<file path="src/rtl/ex_stage_fwd_mc.sv">
// Execute stage with EX/MEM and MEM/WB operand forwarding, a single-cycle ALU
// and an iterative shift-add multiplier. The output register is the EX/MEM
// pipeline register. stall_o holds upstream while a multiply is in flight.
module ex_stage_fwd_mc #(
    parameter int DATA_W = 16,
    parameter int REG_AW = 4
) (
    input  logic              clk,
    input  logic              rst,
    input  logic              valid_i,
    input  logic              flush_i,
    input  logic [3:0]        aluop_i,
    input  logic [DATA_W-1:0] alusrc1_i,
    input  logic [DATA_W-1:0] alusrc2_i,
    input  logic [REG_AW-1:0] regsrc1_i,
    input  logic [REG_AW-1:0] regsrc2_i,
    input  logic              fwd1_en_i,
    input  logic              fwd2_en_i,
    input  logic [REG_AW-1:0] regsrc_sw_i,
    input  logic [DATA_W-1:0] memdata_i,
    input  logic [REG_AW-1:0] regdst_i,
    input  logic              regwrite_i,
    input  logic              memread_i,
    input  logic              memwrite_i,
    input  logic [REG_AW-1:0] exregdst_i,
    input  logic              exregwrite_i,
    input  logic [DATA_W-1:0] exregdata_i,
    input  logic [REG_AW-1:0] memregdst_i,
    input  logic              memregwrite_i,
    input  logic [DATA_W-1:0] memregdata_i,
    output logic              stall_o,
    output logic              valid_o,
    output logic [DATA_W-1:0] alures_o,
    output logic [DATA_W-1:0] memdata_o,
    output logic [REG_AW-1:0] regdst_o,
    output logic              regwrite_o,
    output logic              memread_o,
    output logic              memwrite_o
);

    localparam int SH_W = $clog2(DATA_W);
    localparam logic [SH_W-1:0] CNT_LAST = SH_W'(DATA_W - 1);

    localparam logic [3:0] OP_ADD  = 4'h0;
    localparam logic [3:0] OP_SUB  = 4'h1;
    localparam logic [3:0] OP_AND  = 4'h2;
    localparam logic [3:0] OP_OR   = 4'h3;
    localparam logic [3:0] OP_XOR  = 4'h4;
    localparam logic [3:0] OP_NOT  = 4'h5;
    localparam logic [3:0] OP_SLL  = 4'h6;
    localparam logic [3:0] OP_SRL  = 4'h7;
    localparam logic [3:0] OP_SRA  = 4'h8;
    localparam logic [3:0] OP_SLT  = 4'h9;
    localparam logic [3:0] OP_SLTU = 4'hA;
    localparam logic [3:0] OP_CMP  = 4'hB;
    localparam logic [3:0] OP_PASA = 4'hC;
    localparam logic [3:0] OP_PASB = 4'hD;
    localparam logic [3:0] OP_MUL  = 4'hE;

    typedef enum logic {ST_IDLE = 1'b0, ST_BUSY = 1'b1} state_t;

    // Newest producer wins: EX/MEM before MEM/WB before the ID value.
    function automatic logic [DATA_W-1:0] fwd_sel(
        input logic              en,
        input logic [REG_AW-1:0] src,
        input logic [DATA_W-1:0] id_val,
        input logic              ex_wr,
        input logic [REG_AW-1:0] ex_dst,
        input logic [DATA_W-1:0] ex_val,
        input logic              mem_wr,
        input logic [REG_AW-1:0] mem_dst,
        input logic [DATA_W-1:0] mem_val
    );
        logic [DATA_W-1:0] sel;
        if (en && ex_wr && (ex_dst == src)) begin
            sel = ex_val;
        end else if (en && mem_wr && (mem_dst == src)) begin
            sel = mem_val;
        end else begin
            sel = id_val;
        end
        return sel;
    endfunction

    state_t            r_state;
    state_t            w_state_nxt;
    logic [SH_W-1:0]   r_cnt;
    logic [DATA_W-1:0] r_mcand, r_mplier, r_acc;
    logic [DATA_W-1:0] r_m_memdata;
    logic [REG_AW-1:0] r_m_regdst;
    logic              r_m_regwrite, r_m_memread, r_m_memwrite;

    logic              r_valid, r_regwrite, r_memread, r_memwrite;
    logic [DATA_W-1:0] r_alures, r_memdata;
    logic [REG_AW-1:0] r_regdst;

    logic [DATA_W-1:0] w_op_a, w_op_b, w_st_data, w_alu_res, w_partial;
    logic [SH_W-1:0]   w_shamt;
    logic              w_capture, w_step;
    logic              w_ld_valid, w_ld_rw, w_ld_mr, w_ld_mw;
    logic [DATA_W-1:0] w_ld_res, w_ld_memdata;
    logic [REG_AW-1:0] w_ld_regdst;

    assign w_op_a    = fwd_sel(fwd1_en_i, regsrc1_i, alusrc1_i, exregwrite_i, exregdst_i,
                               exregdata_i, memregwrite_i, memregdst_i, memregdata_i);
    assign w_op_b    = fwd_sel(fwd2_en_i, regsrc2_i, alusrc2_i, exregwrite_i, exregdst_i,
                               exregdata_i, memregwrite_i, memregdst_i, memregdata_i);
    assign w_st_data = fwd_sel(memwrite_i, regsrc_sw_i, memdata_i, exregwrite_i, exregdst_i,
                               exregdata_i, memregwrite_i, memregdst_i, memregdata_i);
    assign w_shamt   = w_op_b[SH_W-1:0];
    assign w_partial = r_acc + (r_mplier[0] ? r_mcand : {DATA_W{1'b0}});

    // Single-cycle ALU on the forwarded operands; MUL is produced by the iterative unit.
    always_comb begin
        w_alu_res = {DATA_W{1'b0}};
        case (aluop_i)
            OP_ADD:  w_alu_res = w_op_a + w_op_b;
            OP_SUB:  w_alu_res = w_op_a - w_op_b;
            OP_AND:  w_alu_res = w_op_a & w_op_b;
            OP_OR:   w_alu_res = w_op_a | w_op_b;
            OP_XOR:  w_alu_res = w_op_a ^ w_op_b;
            OP_NOT:  w_alu_res = ~w_op_a;
            OP_SLL:  w_alu_res = w_op_a << w_shamt;
            OP_SRL:  w_alu_res = w_op_a >> w_shamt;
            OP_SRA:  w_alu_res = $unsigned($signed(w_op_a) >>> w_shamt);
            OP_SLT:  w_alu_res = {{(DATA_W-1){1'b0}}, ($signed(w_op_a) < $signed(w_op_b))};
            OP_SLTU: w_alu_res = {{(DATA_W-1){1'b0}}, (w_op_a < w_op_b)};
            OP_CMP:  w_alu_res = {{(DATA_W-1){1'b0}}, (w_op_a != w_op_b)};
            OP_PASA: w_alu_res = w_op_a;
            OP_PASB: w_alu_res = w_op_b;
            default: w_alu_res = {DATA_W{1'b0}};
        endcase
    end

    // FSM next state, upstream stall and the value to load into the EX/MEM register.
    always_comb begin
        w_state_nxt  = r_state;
        stall_o      = 1'b0;
        w_capture    = 1'b0;
        w_step       = 1'b0;
        w_ld_valid   = 1'b0;
        w_ld_res     = {DATA_W{1'b0}};
        w_ld_memdata = {DATA_W{1'b0}};
        w_ld_regdst  = {REG_AW{1'b0}};
        w_ld_rw      = 1'b0;
        w_ld_mr      = 1'b0;
        w_ld_mw      = 1'b0;
        if (rst || flush_i) begin
            w_state_nxt = ST_IDLE;
        end else begin
            case (r_state)
                ST_IDLE: begin
                    if (valid_i && (aluop_i == OP_MUL)) begin
                        stall_o     = 1'b1;
                        w_capture   = 1'b1;
                        w_state_nxt = ST_BUSY;
                    end else if (valid_i) begin
                        w_ld_valid   = 1'b1;
                        w_ld_res     = w_alu_res;
                        w_ld_memdata = w_st_data;
                        w_ld_regdst  = regdst_i;
                        w_ld_rw      = regwrite_i;
                        w_ld_mr      = memread_i;
                        w_ld_mw      = memwrite_i;
                    end else begin
                        w_state_nxt = ST_IDLE;
                    end
                end
                ST_BUSY: begin
                    w_step = 1'b1;
                    if (r_cnt == CNT_LAST) begin
                        w_state_nxt  = ST_IDLE;
                        w_ld_valid   = 1'b1;
                        w_ld_res     = w_partial;
                        w_ld_memdata = r_m_memdata;
                        w_ld_regdst  = r_m_regdst;
                        w_ld_rw      = r_m_regwrite;
                        w_ld_mr      = r_m_memread;
                        w_ld_mw      = r_m_memwrite;
                    end else begin
                        stall_o = 1'b1;
                    end
                end
                default: w_state_nxt = ST_IDLE;
            endcase
        end
    end

    // State register, multiplier datapath and the EX/MEM output register.
    always_ff @(posedge clk) begin
        if (rst) begin
            r_state      <= ST_IDLE;
            r_cnt        <= {SH_W{1'b0}};
            r_mcand      <= {DATA_W{1'b0}};
            r_mplier     <= {DATA_W{1'b0}};
            r_acc        <= {DATA_W{1'b0}};
            r_m_memdata  <= {DATA_W{1'b0}};
            r_m_regdst   <= {REG_AW{1'b0}};
            r_m_regwrite <= 1'b0;
            r_m_memread  <= 1'b0;
            r_m_memwrite <= 1'b0;
            r_valid      <= 1'b0;
            r_alures     <= {DATA_W{1'b0}};
            r_memdata    <= {DATA_W{1'b0}};
            r_regdst     <= {REG_AW{1'b0}};
            r_regwrite   <= 1'b0;
            r_memread    <= 1'b0;
            r_memwrite   <= 1'b0;
        end else begin
            r_state    <= w_state_nxt;
            r_valid    <= w_ld_valid;
            r_alures   <= w_ld_res;
            r_memdata  <= w_ld_memdata;
            r_regdst   <= w_ld_regdst;
            r_regwrite <= w_ld_rw;
            r_memread  <= w_ld_mr;
            r_memwrite <= w_ld_mw;
            if (w_capture) begin
                r_mcand      <= w_op_a;
                r_mplier     <= w_op_b;
                r_acc        <= {DATA_W{1'b0}};
                r_cnt        <= {SH_W{1'b0}};
                r_m_memdata  <= w_st_data;
                r_m_regdst   <= regdst_i;
                r_m_regwrite <= regwrite_i;
                r_m_memread  <= memread_i;
                r_m_memwrite <= memwrite_i;
            end else if (w_step) begin
                r_acc    <= w_partial;
                r_mcand  <= r_mcand << 1;
                r_mplier <= r_mplier >> 1;
                r_cnt    <= r_cnt + SH_W'(1);
            end else begin
                r_cnt <= r_cnt;
            end
        end
    end

    assign valid_o    = r_valid;
    assign alures_o   = r_alures;
    assign memdata_o  = r_memdata;
    assign regdst_o   = r_regdst;
    assign regwrite_o = r_regwrite;
    assign memread_o  = r_memread;
    assign memwrite_o = r_memwrite;

endmodule

</file>
<file path="config.mk">
export PLATFORM = sky130hd
export DESIGN_NAME = ex_stage_fwd_mc
export DESIGN_NICKNAME = d
export VERILOG_FILES = /design/src/rtl/ex_stage_fwd_mc.sv
export SDC_FILE = /design/constraint.sdc
export NUM_CORES = 1
export LEC_CHECK = 0
export ABC_AREA = 0
export BUFFER_PORTS_ARGS = -buffer_cell sky130_fd_sc_hd__buf_2
export CAP_MARGIN = 25
export CORE_MARGIN = 10
export CORE_UTILIZATION = 53
export CTS_BUF_LIST = sky130_fd_sc_hd__clkbuf_4 sky130_fd_sc_hd__clkbuf_8 sky130_fd_sc_hd__clkbuf_16
export CTS_CLUSTER_SIZE = 28
export DETAILED_ROUTE_END_ITERATION = 8
export GPL_TIMING_DRIVEN = 0
export PLACE_DENSITY_LB_ADDON = 0.05
export SYNTH_ARGS = -nofsm -noshare
export SYNTH_HDL_FRONTEND = slang
export SYNTH_SLANG_ARGS = --single-unit
</file>
<file path="constraint.sdc">
create_clock -name clk -period 3.9 [get_ports clk]
set_input_delay 0.195 -clock clk [delete_from_list [all_inputs] [get_ports clk]]
set_output_delay 0.195 -clock clk [all_outputs]
set_load 0.01 [all_outputs]
</file>
### Word-level counts from Yosys, hierarchy flattened

Cells that the tools add are included.

* output and inout port bits: 41
* word-level logic and storage cells: 119
* register bits after elaboration: 116
* bits of input ports: 119

* bitwise operators: 5
* reductions and logical operators: 18
* muxes and demuxes: 48
* magnitude comparators: 2
* $add $sub $neg: 4
* equal/unequal tests: 22
* shifts and indexed selects: 3

Operators by type and width (count)
* 16-bit two-way mux: 17
* 16-bit case mux with 14 select lines: 1
* 16-bit case mux with 2 select lines: 2
* 16-bit adder: 2
* 4-bit == test, second input constant: 8
* 16-bit < comparator: 2
* 4-bit == test: 6
* 1-bit two-way mux: 19
* 16-bit bitwise AND: 1
* 4-bit by 3-bit == test with 1-bit output, second input constant: 4
* 16-bit inequality test: 1
* 16-bit NOT: 1
* 16-bit OR: 1
* 16-bit by 4-bit << shifter with 16-bit output: 1
* 16-bit by 4-bit >> shifter with 16-bit output: 1
* 16-bit by 4-bit >>> shifter with 16-bit output: 1
* 16-bit subtractor: 1
* 16-bit bitwise XOR: 1
* 1-bit logical AND: 13
* 4-bit two-way mux: 3
* 1-bit case mux with 2 select lines: 5
* 4-bit by 2-bit == test with 1-bit output, second input constant: 2
* 4-bit case mux with 2 select lines: 1
* 4-bit by 1-bit adder with 4-bit output, second input constant: 1
* 6 further kinds: 7

### Depth between registers and ports, before layout

Gate-level depths: netlist of the first run.

* word-level depth: 9
* gate-level depth with buffers: 20

### Worst setup path after synthesis of the first run

OpenSTA, ideal clock, no wires.

* path kind: in2reg
* start point: input port exregdst_i[0]
* end point: register r_alures[13] (netlist: alures_o[13])
* data arrival time: 4122 ps
* stages: 18
* path buffers: 4
* setup time: 126 ps
* setup slack: -349 ps
* path through: nor2b_1 a2111o_1 or3_1 buf_6 a31o_2 clkbuf_1 clkbuf_1 ha_1 clkbuf_1 a221oi_1 o41ai_1 o21ai_0 o41ai_1 o31ai_1 xnor2_1 o221ai_1 a221oi_1 a21oi_1

* word-level cells in the longest chain between the ends: 8
* elaborated cells on any way between the ends: 19
* those cells by class: add/sub: 2; eq/ne: 2; shift: 3; mux: 6; bitwise: 4; reduce/logical: 2

RTL lines
* from (decl): line 25 `input logic [REG_AW-1:0] exregdst_i,`
* 4-bit == test: line 75 `if (en && ex_wr && (ex_dst == src)) begin`
* 1-bit logical AND: line 75
* 16-bit two-way mux: line 75
* 16-bit subtractor (tied with other cells): line 118 `OP_SUB: w_alu_res = w_op_a - w_op_b;`
* 16-bit case mux with 14 select lines (*): line 116 `case (aluop_i)`
* 16-bit two-way mux (*): line 157 `end else if (valid_i) begin`
* 16-bit two-way mux (*): line 153 `if (valid_i && (aluop_i == OP_MUL)) begin`
* 16-bit case mux with 2 select lines (*): line 151 `case (r_state)`
* to (signal assigned): line 203 `r_alures <= {DATA_W{1'b0}};`
* to (signal assigned): line 212 `r_alures <= w_ld_res;`
* to (decl): line 94 `logic [DATA_W-1:0] r_alures, r_memdata;`

Every way passes the cells marked *; elsewhere a longest branch is shown, timed or not.
A chain may end at the register's enable or synchronous reset.

### Worst setup path after layout of the first run

* start point: input port exregdst_i[0]
* end point: register r_alures[10] (netlist: alures_o[10])

The elaborated chain is that of the path after synthesis.

==> results.json, run 1 <==
{
  "drive_gt1_share_pct": 25.83,
  "grtUsageTotal_pct": 32.96,
  "ios": 160,
  "setup_viol_count_final": 4,
  "synthesis.area_um2": 10780,
  "peakVddDrop_mv": 0.2759,
  "drt_wl_total_um": 47610,
  "coreArea_um2": 20100,
  "hold_viol_final": 0,
  "p_per_area_nw_per_um2": 300.7,
  "initial_core_util_pct": 53.60,
  "vias": 12940,
  "p_total_w": 0.004254,
  "fin_cells": 1958,
  "num-fill-cells": 1639,
  "die_w_um": 162.6,
  "root_buffer": "clkbuf_16",
  "die_area_um2": 26440,
  "violations": "negative setup slack",
  "reg2reg_depth": 14,
  "viasPerCell": 6.610,
  "rsz0062_at_grt": "true",
  "synthesis.nets": 1640,
  "initialDrtViolationCount": 1961,
  "cp_max_fo": 10,
  "clock_latency_ns": 0.42,
  "critPathCaptureType": "flop",
  "portBuffers": 157,
  "min_path_cells": 3,
  "grt_overflow": 0,
  "ys_types": 75,
  "period_share_pct": 103.0,
  "r2r_setup_slack_ns": 0.35,
  "slew_headroom_pct": 24.74,
  "htreeDepth": 4,
  "detailed_place_hpwl_um": 34450,
  "grt_pass1_wl_um": 69040,
  "synthArstFlopShare_pct": 0,
  "syn_to_final_growth_pct": 31.28,
  "met3_length_um": 4902,
  "ys_ff_latch": 116,
  "antenna_left": 0,
  "worstSetupPathType": "in2reg",
  "cts_tree": "yes",
  "cts_buffer_depth": 2,
  "status": "finished, violations left",
  "worstPathRequired_ns": 4.20,
  "synth_ff_type": "dfxtp_1",
  "slew_violations": 0,
  "rows": 52,
  "die_h_um": 162.6,
  "first_pass_iters": 6,
  "arrival_ns": 4.32,
  "grt_pass1_vias": 11910,
  "ys_warn_count": 0,
  "layout_setup_ws_ns": -0.1170,
  "place_inst": 1878,
  "route.detailed.drc": 0,
  "avgSynthCellArea_um2": 7.442,
  "worst_pin_slew_ns": 1.125,
  "maxCapViolations": 0,
  "cts.clk_slew.worst_paths_ns": 0.05,
  "skew_ns": 0.01134,
  "antenna_found_initial": 1,
  "numCtsBuffers": 17,
  "final_nets": 1867,
  "top_layer_used": "met4",
  "hp-class": "in2reg",
  "p_leak_nw": 5.912,
  "fmax_mhz": 248.9,
  "drt-met1-wl_um": 19010,
  "start_kind": "input pin",
  "diodes": 0,
  "gp_congestion": 1.034,
  "clock_sinks": 116,
  "wl_per_cell_um": 24.32,
  "grt_start_max_net_pins": 22,
  "wl_met2_um": 20840,
  "synthCells": 1448,
  "yosysSeqAreaShare_pct": 21.55,
  "min_period_ns": 4.017,
  "synth_edf_count": 0
}
critical path: stages:
cell and delay [ns]:
buf_2 0.13, nor2b_1 0.13, a2111o_1 0.37, or3_1 0.37, buf_6 0.15, a31oi_4 0.23, buf_12 0.18, ha_4 0.17
inv_2 0.05, fa_2 0.36, o21bai_1 0.23, a21oi_2 0.13, o21a_1 0.25, nor3_4 0.24, nor3_1 0.09, xnor2_1 0.18
a222oi_1 0.48, a31oi_1 0.18, a21o_1 0.19
per-layer routing:
layer | GRT usage (%) | vias up
li1 | - | 5787
met1 | 42.43 | 6078
met2 | 51.49 | 876
met3 | 6.648 | 202
met4 | 16.39 | 0
met5 | 0 | -
report_power, final:
part	internal, W	switching (W)	total, W
Combinational	0.000572	0.000908	0.00148
Sequential	0.00121	0.00000822	0.00121
Clock	0.000962	0.000598	0.00156
synthesized netlist by cell type (4+ instances only):
library cell	instances	area, µm²
or2_2	6	37.54
o41ai_1	4	35.03
mux2_2	9	101.4
clkbuf_1	77	289.0
nand3_1	26	130.1
o211ai_1	13	97.59
a21oi_1	102	510.5
a22oi_1	16	120.1
a31oi_2	9	112.6
dfxtp_1	116	2322
nand4_1	30	187.7
or3_1	9	56.30
o21bai_1	8	60.06
and2_1	15	93.84
o21ai_0	112	560.5
nand2_1	139	521.8
a21o_1	6	45.04
o21a_1	5	37.54
xor2_1	12	105.1
nand2b_1	31	193.9
buf_2	11	55.05
o221ai_1	10	87.58
xnor2_1	27	236.5
nor2b_1	19	118.9
a221oi_1	15	131.4
buf_1	5	18.77
nor3_1	48	240.2
nor4_1	9	56.30
ha_1	70	875.8
nand3b_1	50	375.4
nor2_1	122	457.9
inv_1	57	214.0
o22ai_1	38	237.7
mux2i_1	95	950.9
a31oi_1	17	106.4
o31ai_1	26	195.2
a211oi_1	17	127.6
final cells by class:
type | instances | area (µm²) | share of cell area, %
well taps | 270 | 337.8 | 2.388
flip-flops and latches | 116 | 2322 | 16.41
clock buffers | 18 | 439.2 | 3.104
inverters | 59 | 237.7 | 1.680
clock inverters | 14 | 148.9 | 1.052
repair inverters | 1 | 5.005 | 0.03538
multi-input cells | 1174 | 8753 | 61.87
repair buffers | 222 | 1398 | 9.879
plain buffers | 84 | 505.5 | 3.573
timing repair:
| action | CTS | global route |
|---|---|---|
| endpoints found under the hold margin | 5 | 0 |
| resized for setup | 102 | 132 |
| gates cloned | 1 | 5 |
| setup buffers | 14 | 38 |
| hold buffers | 5 | 0 |
| pin swaps | 25 | 51 |
| endpoints found under the setup margin | 15 | 11 |
cell families after synthesis:
| family | count (synthesis) | share of synthesized area, % |
|---|---|---|
| flip-flops | 116 | 21.55 |
| AND/OR/NAND/NOR | 519 | 24.22 |
| adder cells (fa/ha/maj) | 73 | 8.685 |
| buffers and inverters | 159 | 6.130 |
| XOR/XNOR | 39 | 3.170 |
| AO/OA/AOI/OAI | 437 | 26.27 |
| multiplexers | 105 | 9.973 |
through the flow:
step                      setup WS (ns)  instance area [µm²]  setup TNS [ns]  hold slack [ns]  utilization (%)
final                           -0.1170                14150         -0.2928          0.01651            70.37
after global routing            -0.1358                14150         -0.6507          0.01929            70.37
after CTS                      -0.04903                13270         -0.1085          0.01465            66.00
after global placement           -1.806                11980          -19.94           0.3985            59.59
after floorplan               -0.002725                10860       -0.002725           0.2940                -
after detailed placement         -1.708                12050          -18.10           0.4022            59.93
placed cells by master (no fill, tap or decap), types with 20 or more instances in the layout:
cell type  instances
buf_4             57
inv_1             51
o21ai_0          106
nand4_1           30
clkbuf_1          53
dfxtp_1          116
o22ai_1           38
ha_1              57
nand3_1           23
buf_2            160
nand2b_1          30
mux2i_1           93
a21oi_1           86
nand2_1          138
nor2_1           117
nand3b_1          50
nor3_1            42
xnor2_1           26
clkbuf_16         20
final timing paths:
kind | startpoint | end
hold / removal | regdst_i[0] | r_m_regdst[0]
hold reg to reg | r_mplier[2] | r_mplier[2]
setup reg to reg | r_mplier[0] | r_acc[15]
setup / recovery | exregdst_i[0] | alures_o[10]
state kept, by name, indices dropped and copies added, names as in the netlist, 4 cells and up:
register,flops
regdst_o,4
r_m_regdst,4
r_cnt,4
r_m_memdata,16
r_mplier,16
r_mcand,16
memdata_o,16
r_acc,16
alures_o,16
No activity file was read; power rests on OpenSTA's default activity.
==> run 2, diff against run 1 <==
--- a/config.mk
+++ b/config.mk
@@ -8,6 +8,7 @@
 export ABC_AREA = 0
 export BUFFER_PORTS_ARGS = -buffer_cell sky130_fd_sc_hd__buf_2
 export CAP_MARGIN = 25
+export CORE_ASPECT_RATIO = 1.5
 export CORE_MARGIN = 10
 export CORE_UTILIZATION = 53
 export CTS_BUF_LIST = sky130_fd_sc_hd__clkbuf_4 sky130_fd_sc_hd__clkbuf_8 sky130_fd_sc_hd__clkbuf_16
==> run 2 against run 1 <==
Utilization rose by 1.4 points. Die area rose by 0.44%. Combinational power rose by 3%. Total power rose by 1.4%. Cell count did not move. Largest power group unchanged. Sequential power barely moved. Critical path depth did not move. Sequential share of layout area fell by 0.12 points. Clock skew fell by 0.0030 ns. Final area rose by 0.72%. Highest routed layer unchanged. The run still ends with negative setup slack left.
==> results.json, run 2 (synthesis results as in run 1) <==
{
  "dpl_worst_slack_ns": -1.833,
  "maxCapViolations": 0,
  "worstPathRequired_ns": 4.19,
  "p_per_area_nw_per_um2": 302.9,
  "start_kind": "input pin",
  "wl_per_cell_um": 24.77,
  "holdWs_ns": 0.08612,
  "violations": "negative setup slack",
  "vias": 13160,
  "r2r_setup_slack_ns": 0.24,
  "ff_latch_area_um2": 2322,
  "numCtsBuffers": 17,
  "htreeDepth": 4,
  "period_share_pct": 102.1,
  "grtUsageTotal_pct": 33.82,
  "detailed_place_hpwl_um": 35420,
  "root_buffer": "clkbuf_16",
  "grt_start_max_net_pins": 21,
  "clock_sinks": 116,
  "final_area_um2": 14250,
  "grt_pass1_vias": 12570,
  "min_period_ns": 3.981,
  "layout_common_cells": "buf_2, nand2_1, nor2_1, dfxtp_1, o21ai_0",
  "grt_overflow": 0,
  "fmax_mhz": 251.2,
  "syn_to_final_growth_pct": 32.22,
  "initial_core_util_pct": 54.25,
  "multi_input_area_um2": 8798,
  "p_leak_nw": 5.966,
  "worstSetupPathType": "in2reg",
  "status": "finished, violations left",
  "rsz0062_at_grt": "true",
  "drt_wl_total_um": 48510,
  "antenna_found_initial": 2,
  "layout_setup_ws_ns": -0.08123,
  "slew_violations": 0,
  "worst_pin_slew_ns": 1.065,
  "die_area_um2": 26550,
  "cts.clk_slew.worst_paths_ns": 0.06,
  "hold_viol_final": 0,
  "portBuffers": 157,
  "hp-class": "in2reg",
  "layout_commonest_cell": "buf_2",
  "cts_buffer_depth": 2,
  "antenna_left": 0,
  "route.detailed.drc": 0,
  "first_pass_iters": 8,
  "cts_tree": "yes",
  "placed_area_um2": 12020,
  "fin_util_pct": 71.73,
  "initialDrtViolationCount": 1311,
  "setup_viol_count_final": 1,
  "die_h_um": 194.6,
  "skew_ns": 0.008392,
  "ios": 160,
  "arrival_ns": 4.27,
  "grt_pass1_wl_um": 70150,
  "coreArea_um2": 19860,
  "critPathCaptureType": "flop",
  "final_nets": 1878,
  "clock_latency_ns": 0.43,
  "viasPerCell": 6.721,
  "die_w_um": 136.4,
  "drive_gt1_share_pct": 25.88,
  "slew_headroom_pct": 28.74,
  "tns_ns": -0.08123,
  "rows": 63,
  "peakVddDrop_mv": 0.3512,
  "num-fill-cells": 1595,
  "gp_congestion": 1.098,
  "cp_max_fo": 10
}
run 2: final cells by class:
class | count | area share, %
diodes | 2 | 0.03512
plain buffers | 81 | 3.293
clock buffers | 19 | 3.135
clock inverters | 10 | 0.9484
inverters | 59 | 1.704
multi-input cells | 1173 | 61.75
flip-flops and latches | 116 | 16.30
well taps | 260 | 2.283
repair buffers | 237 | 10.49
repair inverters | 1 | 0.06147
run 2: report_power, final:
| group | internal (W) | switching (W) |
|---|---|---|
| sequential | 0.00121 | 0.00000861 |
| clock | 0.00101 | 0.000565 |
| combinational | 0.000598 | 0.000926 |
run 2: worst paths after layout:
path / startpoint / end / cells after the start
max: regsrc2_i[0] / alures_o[15] / 19
min: memwrite_i / r_m_memwrite / 3
max reg2reg: r_mplier[0] / r_acc[15] / 14
min reg2reg: r_mplier[2] / r_mplier[2] / 2
run 2: repair_timing:
action | CTS | global route
buffers inserted | 16 | 52
gates resized for setup | 119 | 117
endpoints found under the hold margin | 6 | 0
pin swaps | 20 | 44
setup endpoints to repair | 15 | 12
cloned | 1 | 4
hold buffers | 6 | 0
run 2: worst max-delay path, cell delays in order:
cell,delay (ns)
buf_2,0.13
nor2b_1,0.16
or4_4,0.58
o31ai_2,0.34
a31o_4,0.29
inv_4,0.09
buf_12,0.16
ha_4,0.18
nor2_2,0.15
a221oi_4,0.09
o41ai_2,0.35
o21ai_1,0.15
o41ai_2,0.33
buf_4,0.21
o31ai_4,0.10
buf_4,0.16
a31oi_4,0.24
nor4b_4,0.26
o32ai_2,0.10
run 2: layer usage:
metal | GRT usage (%) | routed length, µm | up-vias
met1 | 36.90 | 16900 | 6146
met4 | 27.50 | 4687 | 0
li1 | - | - | 5803
met5 | 0 | 0 | -
met3 | 6.789 | 4426 | 326
met2 | 55.02 | 22490 | 885
run 2: per-stage QoR:
| stage | instances | power (W) |
|---|---|---|
| 2_1_floorplan | 1448 | 0.001981 |
| 3_3_place_gp | 1865 | 0.002366 |
| 3_5_place_dp | 1867 | 0.002378 |
| 4_1_cts | 1909 | 0.004068 |
| 5_1_grt | 1958 | 0.004439 |
| 6_report | 1958 | 0.004315 |
